## config.mk

```make
export PLATFORM = sky130hd
export DESIGN_NAME = iso7816_3_t0_tpdu_monitor
export DESIGN_NICKNAME = d
export VERILOG_FILES = /design/src/rtl/iso7816_3_t0_tpdu_monitor.sv
export SDC_FILE = /design/constraint.sdc
export NUM_CORES = 1
export LEC_CHECK = 0
export BUFFER_PORTS_ARGS = -buffer_cell sky130_fd_sc_hd__buf_2
export CELL_PAD_IN_SITES_DETAIL_PLACEMENT = 0
export CELL_PAD_IN_SITES_GLOBAL_PLACEMENT = 1
export CORE_ASPECT_RATIO = 0.75
export CORE_MARGIN = 2
export CORE_UTILIZATION = 44
export DETAILED_ROUTE_END_ITERATION = 7
export PLACE_DENSITY_LB_ADDON = 0.1
export SLEW_MARGIN = 10
export SYNTH_ARGS = -nofsm -noshare
export SYNTH_HDL_FRONTEND = slang
export SYNTH_SLANG_ARGS = --single-unit
```

## constraint.sdc

```tcl
create_clock -name clk_i -period 4.1 [get_ports clk_i]
set_input_delay 0.615 -clock clk_i [delete_from_list [all_inputs] [get_ports clk_i]]
set_output_delay 0.615 -clock clk_i [all_outputs]
set_load 0.005 [all_outputs]
```

## src/rtl/iso7816_3_t0_tpdu_monitor.sv

```systemverilog
// Passive ISO7816-3 T=0 TPDU monitor.
// It watches decoded bytes after ATR and T=0 selection. It tracks the command header (CLA..P3),
// procedure bytes, the data phase and SW1/SW2. It gives direction hints for the next expected byte
// and flags protocol violations and work-waiting-time (WWT) expiry.
//
// Ports:
//   clk_i, rst_ni           clock, asynchronous active-low reset
//   enable_i                atr completed & T=0; low aborts to WAIT_CLA (no error pulse)
//   byte_valid_i            1-cycle strobe, byte_data_i holds a direct-convention byte
//   byte_from_card_i        1 = byte sent by the card, 0 = by the terminal
//   etu_tick_i              1-cycle pulse per etu
//   wwt_limit_i             WWT in etus; 0 disables the timeout
//   wait_card_tx_o          next byte expected from the card
//   wait_term_tx_o          next byte expected from the terminal
//   state_o                 FSM state code (0 WAIT_CLA .. 8 WAIT_SW2)
//   cla_o..p3_o             latched command header
//   sw1_o, sw2_o            latched status words
//   sw_valid_o              pulse when SW2 is captured
//   protocol_error_o        pulse on a protocol violation
//   wwt_timeout_o           pulse on WWT expiry
//   data_count_o            data bytes moved in the current command (saturating)
module iso7816_3_t0_tpdu_monitor #(
  parameter int unsigned CountWidth   = 9,
  parameter int unsigned WwtWidth     = 20,
  parameter bit          LenZeroIs256 = 1'b1
) (
  input  logic                  clk_i,
  input  logic                  rst_ni,
  input  logic                  enable_i,
  input  logic                  byte_valid_i,
  input  logic [7:0]            byte_data_i,
  input  logic                  byte_from_card_i,
  input  logic                  etu_tick_i,
  input  logic [WwtWidth-1:0]   wwt_limit_i,
  output logic                  wait_card_tx_o,
  output logic                  wait_term_tx_o,
  output logic [3:0]            state_o,
  output logic [7:0]            cla_o,
  output logic [7:0]            ins_o,
  output logic [7:0]            p1_o,
  output logic [7:0]            p2_o,
  output logic [7:0]            p3_o,
  output logic [7:0]            sw1_o,
  output logic [7:0]            sw2_o,
  output logic                  sw_valid_o,
  output logic                  protocol_error_o,
  output logic                  wwt_timeout_o,
  output logic [CountWidth-1:0] data_count_o
);

  typedef enum logic [3:0] {
    StWaitCla  = 4'd0,
    StWaitIns  = 4'd1,
    StWaitP1   = 4'd2,
    StWaitP2   = 4'd3,
    StWaitP3   = 4'd4,
    StWaitProc = 4'd5,
    StDataAll  = 4'd6,
    StDataOne  = 4'd7,
    StWaitSw2  = 4'd8
  } state_e;

  state_e                state_q, state_d;
  logic [7:0]            cla_q, cla_d, ins_q, ins_d, p1_q, p1_d, p2_q, p2_d, p3_q, p3_d;
  logic [7:0]            sw1_q, sw1_d, sw2_q, sw2_d;
  logic                  sw_valid_q, sw_valid_d;
  logic                  proto_err_q, proto_err_d;
  logic                  timeout_q, timeout_d;
  logic [CountWidth-1:0] data_count_q, data_count_d;
  logic [CountWidth-1:0] remaining_q, remaining_d;
  logic                  dir_known_q, dir_known_d;
  logic                  dir_card_q, dir_card_d;
  logic [WwtWidth-1:0]   wwt_q, wwt_d;
  logic [WwtWidth-1:0]   wwt_inc;
  logic [CountWidth-1:0] p3_len;
  logic                  wait_card, wait_term;

  assign wwt_inc = wwt_q + WwtWidth'(1);
  assign p3_len  = CountWidth'(p3_q);

  // Direction hints follow enable_i directly so that they are valid straight out of reset.
  always_comb begin
    wait_card = 1'b0;
    wait_term = 1'b0;
    if (enable_i) begin
      unique case (state_q)
        StWaitCla, StWaitIns, StWaitP1, StWaitP2, StWaitP3: wait_term = 1'b1;
        StWaitProc, StWaitSw2:                             wait_card = 1'b1;
        StDataAll, StDataOne: begin
          wait_card = !dir_known_q || dir_card_q;
          wait_term = !dir_known_q || !dir_card_q;
        end
        default: ;
      endcase
    end
  end

  always_comb begin
    state_d      = state_q;
    cla_d        = cla_q;
    ins_d        = ins_q;
    p1_d         = p1_q;
    p2_d         = p2_q;
    p3_d         = p3_q;
    sw1_d        = sw1_q;
    sw2_d        = sw2_q;
    sw_valid_d   = 1'b0;
    proto_err_d  = 1'b0;
    timeout_d    = 1'b0;
    data_count_d = data_count_q;
    remaining_d  = remaining_q;
    dir_known_d  = dir_known_q;
    dir_card_d   = dir_card_q;
    wwt_d        = wwt_q;

    if (!enable_i) begin
      // Abort: registers visible on the ports keep their values for inspection.
      state_d     = StWaitCla;
      remaining_d = '0;
      dir_known_d = 1'b0;
      wwt_d       = '0;
    end else begin
      if (byte_valid_i) begin
        unique case (state_q)
          StWaitCla, StWaitIns, StWaitP1, StWaitP2, StWaitP3: begin
            if (byte_from_card_i) begin
              proto_err_d = 1'b1;
              state_d     = StWaitCla;
            end else begin
              unique case (state_q)
                StWaitCla: begin cla_d = byte_data_i; state_d = StWaitIns;  end
                StWaitIns: begin ins_d = byte_data_i; state_d = StWaitP1;   end
                StWaitP1:  begin p1_d  = byte_data_i; state_d = StWaitP2;   end
                StWaitP2:  begin p2_d  = byte_data_i; state_d = StWaitP3;   end
                default:   begin p3_d  = byte_data_i; state_d = StWaitProc; end
              endcase
            end
          end
          StWaitProc: begin
            dir_known_d = 1'b0;
            if (!byte_from_card_i) begin
              proto_err_d = 1'b1;
              state_d     = StWaitCla;
            end else if (byte_data_i == 8'h60) begin
              state_d = StWaitProc;
            end else if (byte_data_i == ins_q) begin
              if (p3_q != 8'h00) begin
                remaining_d = p3_len;
                state_d     = StDataAll;
              end else if (LenZeroIs256) begin
                remaining_d = CountWidth'(256);
                state_d     = StDataAll;
              end else begin
                remaining_d = '0;
                state_d     = StWaitProc;
              end
            end else if (byte_data_i == ~ins_q) begin
              remaining_d = CountWidth'(1);
              state_d     = StDataOne;
            end else if (byte_data_i[7:4] == 4'h6 || byte_data_i[7:4] == 4'h9) begin
              sw1_d   = byte_data_i;
              state_d = StWaitSw2;
            end else begin
              proto_err_d = 1'b1;
              state_d     = StWaitCla;
            end
          end
          StDataAll, StDataOne: begin
            if (dir_known_q && (byte_from_card_i != dir_card_q)) begin
              proto_err_d = 1'b1;
              state_d     = StWaitCla;
            end else begin
              dir_known_d = 1'b1;
              dir_card_d  = byte_from_card_i;
              remaining_d = remaining_q - CountWidth'(1);
              if (data_count_q != '1) data_count_d = data_count_q + CountWidth'(1);
              if (state_q == StDataOne || remaining_q == CountWidth'(1)) state_d = StWaitProc;
            end
          end
          StWaitSw2: begin
            if (!byte_from_card_i) begin
              proto_err_d = 1'b1;
            end else begin
              sw2_d      = byte_data_i;
              sw_valid_d = 1'b1;
            end
            state_d = StWaitCla;
          end
          default: state_d = StWaitCla;
        endcase
      end

      // A byte always wins over a coincident tick, so no timeout can meet swValid.
      if (byte_valid_i || state_d != state_q) begin
        wwt_d = '0;
      end else if (etu_tick_i && wait_card && state_q != StWaitCla && wwt_limit_i != '0) begin
        if (wwt_inc == wwt_limit_i) begin
          timeout_d   = 1'b1;
          state_d     = StWaitCla;
          dir_known_d = 1'b0;
          wwt_d       = '0;
        end else begin
          wwt_d = wwt_inc;
        end
      end

      if (state_d == StWaitCla && state_q != StWaitCla) data_count_d = '0;
    end
  end

  always_ff @(posedge clk_i or negedge rst_ni) begin
    if (!rst_ni) begin
      state_q      <= StWaitCla;
      cla_q        <= '0;
      ins_q        <= '0;
      p1_q         <= '0;
      p2_q         <= '0;
      p3_q         <= '0;
      sw1_q        <= '0;
      sw2_q        <= '0;
      sw_valid_q   <= 1'b0;
      proto_err_q  <= 1'b0;
      timeout_q    <= 1'b0;
      data_count_q <= '0;
      remaining_q  <= '0;
      dir_known_q  <= 1'b0;
      dir_card_q   <= 1'b0;
      wwt_q        <= '0;
    end else begin
      state_q      <= state_d;
      cla_q        <= cla_d;
      ins_q        <= ins_d;
      p1_q         <= p1_d;
      p2_q         <= p2_d;
      p3_q         <= p3_d;
      sw1_q        <= sw1_d;
      sw2_q        <= sw2_d;
      sw_valid_q   <= sw_valid_d;
      proto_err_q  <= proto_err_d;
      timeout_q    <= timeout_d;
      data_count_q <= data_count_d;
      remaining_q  <= remaining_d;
      dir_known_q  <= dir_known_d;
      dir_card_q   <= dir_card_d;
      wwt_q        <= wwt_d;
    end
  end

  assign wait_card_tx_o   = wait_card;
  assign wait_term_tx_o   = wait_term;
  assign state_o          = state_q;
  assign cla_o            = cla_q;
  assign ins_o            = ins_q;
  assign p1_o             = p1_q;
  assign p2_o             = p2_q;
  assign p3_o             = p3_q;
  assign sw1_o            = sw1_q;
  assign sw2_o            = sw2_q;
  assign sw_valid_o       = sw_valid_q;
  assign protocol_error_o = proto_err_q;
  assign wwt_timeout_o    = timeout_q;
  assign data_count_o     = data_count_q;

endmodule

```

==> results_dict.tcl <==
set metrics [dict create \
    status "finished clean" \
    intPower_mw 1.66 \
    clk_latency_ns 0.36 \
    antenna_found_initial 0 \
    swShare 0.289 \
    finalSetupViolCount 0 \
    synth_top_family_by_area "simple AND/OR/NAND/NOR gates" \
    cp.required_ns 4.35 \
    wl_per_cell_um 18.9 \
    max_freq_mhz 294 \
    core-area_um2 13200 \
    synthAdderAreaFrac 0.0104 \
    wirelength_mm 16.2 \
    finalWeightedCongestion 0.863 \
    pwr-share-seq 0.478 \
    endpoint_kind "flop" \
    clock_sinks 103 \
    grtUsageTotal 0.226 \
    final_net_count 721 \
    slowest_delay_ns 0.50 \
    grt_max_degree 60 \
    fin_crit_sh 0.829 \
    drcViolationCount 0 \
    die_h_um 105 \
    power.leakage_nw 3.24 \
    dr_total_vias 5029 \
    ctsHoldBuffers 0 \
    grt_first_pass_wirelength_mm 26.5 \
    final_common_cell "buf_2" \
    p_per_area_nw_per_um2 337 \
    post_cts_buffers 0 \
    synthDistinctLibCells 71 \
    port_buffers 107 \
    syn_nets 636 \
    setup_tns_ns 0 \
    rows 36 \
    antenna_left 0 \
    layout_min_cycle_time_ns 3.40 \
    antenna_cells 0 \
    initial_core_util 0.456 \
    worst_hold_slack_ns 0.329 \
    ys.flop_type "dfrtp_1" \
    relSlewSlack 0.478 \
    yosys.area_share.simple 0.209 \
    rsz0062_at_grt "no" \
    syn_inst 597 \
    io_pins 108 \
    clkPwrFrac 0.398 \
    first_global_vias 4905 \
    drtIter0Drc 419 \
    fin_worst_skew_ns 0.0106 \
    cts-buffers-inserted 9 \
    synth-xor-area-share 0.0641 \
    final_cell_mix "buf_2, dfrtp_1, mux2_2, nand2_1, nor2_1" \
    hold_path.class "in2async" \
    synth-seq-cells 103 \
    synth_area_um2 6000 \
    finalMaxSlewViolations 0 \
    cp_slowest_cell "or4_4" \
    cts-root-buf "clkbuf_16" \
    power_mw 2.33 \
    async_flop_share 1.00 \
    ir_drop_mv 0.204 \
    crit_path_max_fanout 12 \
    ctsResizeCount 0 \
    switchingPower_mw 0.673 \
    cp-start-kind "flop" \
    arrival_ns 3.64 \
    yosysSeqAreaShare 0.430 \
    synth-edff-count 0 \
    synth-compound-area-share 0.134 \
    via_per_inst 5.86 \
    worstPathCellList "ha_1, and4_1, nand3_4, nor3_2, xnor2_1, or4_4, o31ai_4, buf_4, nor4_1, a211o_1" \
    die_w_um 139 \
    area_delta_synth_final_pct 15.4 \
    avgSynthCellArea_um2 10.0 \
    cts_max_path_buffers 2 \
    layout-drive-gt1-share 0.317 \
    htree_levels 3 \
    tritoncts "done" \
    dp_hpwl_mm 11.7 \
    dieArea_um2 14600 \
    power_frac_comb 0.123 \
    grt.overflow.total 0 \
    dr.pass1.iters 5 \
    criticalPathCategory "reg2reg" \
    hold_violations 0 \
    reg2reg_setup_slack_ns 0.70 \
    synth_mux_area_frac 0.109 \
    maxCapViolCount 0 \
    path_clk_slew_ns 0.08 \
    synth.yosys.warnings 0 \
    tightest_slew_ns 0.783 \
]
[worst paths after layout]
path | start | end | cells after the start
worst max-delay path | wwt_q[0]$_DFFE_PN0P_ | wwt_q[12]$_DFFE_PN0P_ | 10
worst min-delay path | rst_ni | remaining_q[5]$_DFFE_PN0P_ | 1
worst max register to register | wwt_q[0]$_DFFE_PN0P_ | wwt_q[12]$_DFFE_PN0P_ | 10
worst min register to register | p1_o[3]$_DFFE_PN0P_ | p1_o[3]$_DFFE_PN0P_ | 1
max in group asynchronous | rst_ni | p3_o[3]$_DFFE_PN0P_ | 2
min in group clk_i | p1_o[3]$_DFFE_PN0P_ | p1_o[3]$_DFFE_PN0P_ | 1
[flip-flops by register name, indices dropped and copies added (netlist names), 8 cells and up]
register and flops:
data_count_o 9, remaining_q 9, ins_o 8, p3_o 8
sw2_o 8, sw1_o 8, p2_o 8, p1_o 8
cla_o 8, wwt_q 20
[layout make-up]
cell class | instances | area, µm²
Fill cell | 1225 | 6230
Multi-Input combinational cell | 438 | 3150
Sequential cell | 103 | 2580
Timing Repair Buffer | 115 | 598
Clock buffer | 9 | 225
Tap cell | 171 | 214
Clock inverter | 7 | 96.3
Inverter | 15 | 56.3
[per-layer routing]
| layer | share of wire | vias to the layer above | routed length [µm] | track usage |
|---|---|---|---|---|
| met3 | 0.076 | 23 | 1240 | 0.0577 |
| li1 | - | 2359 | - | - |
| met2 | 0.41 | 175 | 6630 | 0.315 |
| met1 | 0.50 | 2472 | 8110 | 0.350 |
| met5 | 0 | - | 0 | 0 |
| met4 | 0.012 | 0 | 202 | 0.0462 |
[synth_stat cells, types with 4 or more instances]
master	n	area (µm²)
a2111oi_0	4	35.0
dfrtp_1	103	2580
nor4_1	19	119
ha_1	5	62.6
or3_1	6	37.5
and2_1	5	31.3
buf_4	4	30.0
o21ai_1	6	30.0
o221ai_1	4	35.0
nand3_1	22	110
inv_1	15	56.3
nor4bb_1	4	40.0
mux2_2	57	642
clkbuf_1	23	86.3
nand2_1	41	154
and3_1	7	43.8
nor2b_1	5	31.3
nand4_1	11	68.8
xor2_1	11	96.3
o21ai_0	23	115
a21oi_1	22	110
nor2_1	34	128
nor3_1	24	120
a22o_1	11	96.3
xnor2_1	31	272
a211oi_1	6	45.0
a21bo_2	4	40.0
or4_4	4	45.0
buf_6	4	45.0
nand2b_1	6	37.5
clkbuf_2	5	25.0
[kinds of logic after synthesis]
| logic type | count (synthesis) |
|---|---|
| simple gates | 219 |
| compound gates | 113 |
| flops | 103 |
| mux | 58 |
| buf+inv | 56 |
| xor+xnor | 43 |
| fa+ha+maj | 5 |
[power by group through the flow]
stage	clock network, mW	registers, mW	logic (mW)
floorplan	0	1.13	0.145
global placement	0	1.13	0.287
detailed placement	0	1.14	0.291
CTS	0.950	1.12	0.293
global route	0.990	1.12	0.320
finish	0.930	1.12	0.288
[metrics by stage]
stage / worst slack, ns / utilization / cells / cell area [µm²]
final: 0.701 / 0.526 / 858 / 6920
after global routing: 0.427 / 0.526 / 858 / 6920
after global placement: 0.805 / 0.502 / 842 / 6600
after floorplan: 1.22 / - / 597 / 6000
after detailed placement: 0.714 / 0.502 / 842 / 6600
after CTS: 0.708 / 0.526 / 858 / 6920
[critical path: cells and delay by family, from the launching register on]
kind,cells,cell delay (ns)
compound gates,2,0.62
buf+inv,1,0.28
xor+xnor,1,0.14
flops,1,0.48
simple gates,5,1.45
fa+ha+maj,1,0.32
(Power assumes the default switching activity.)
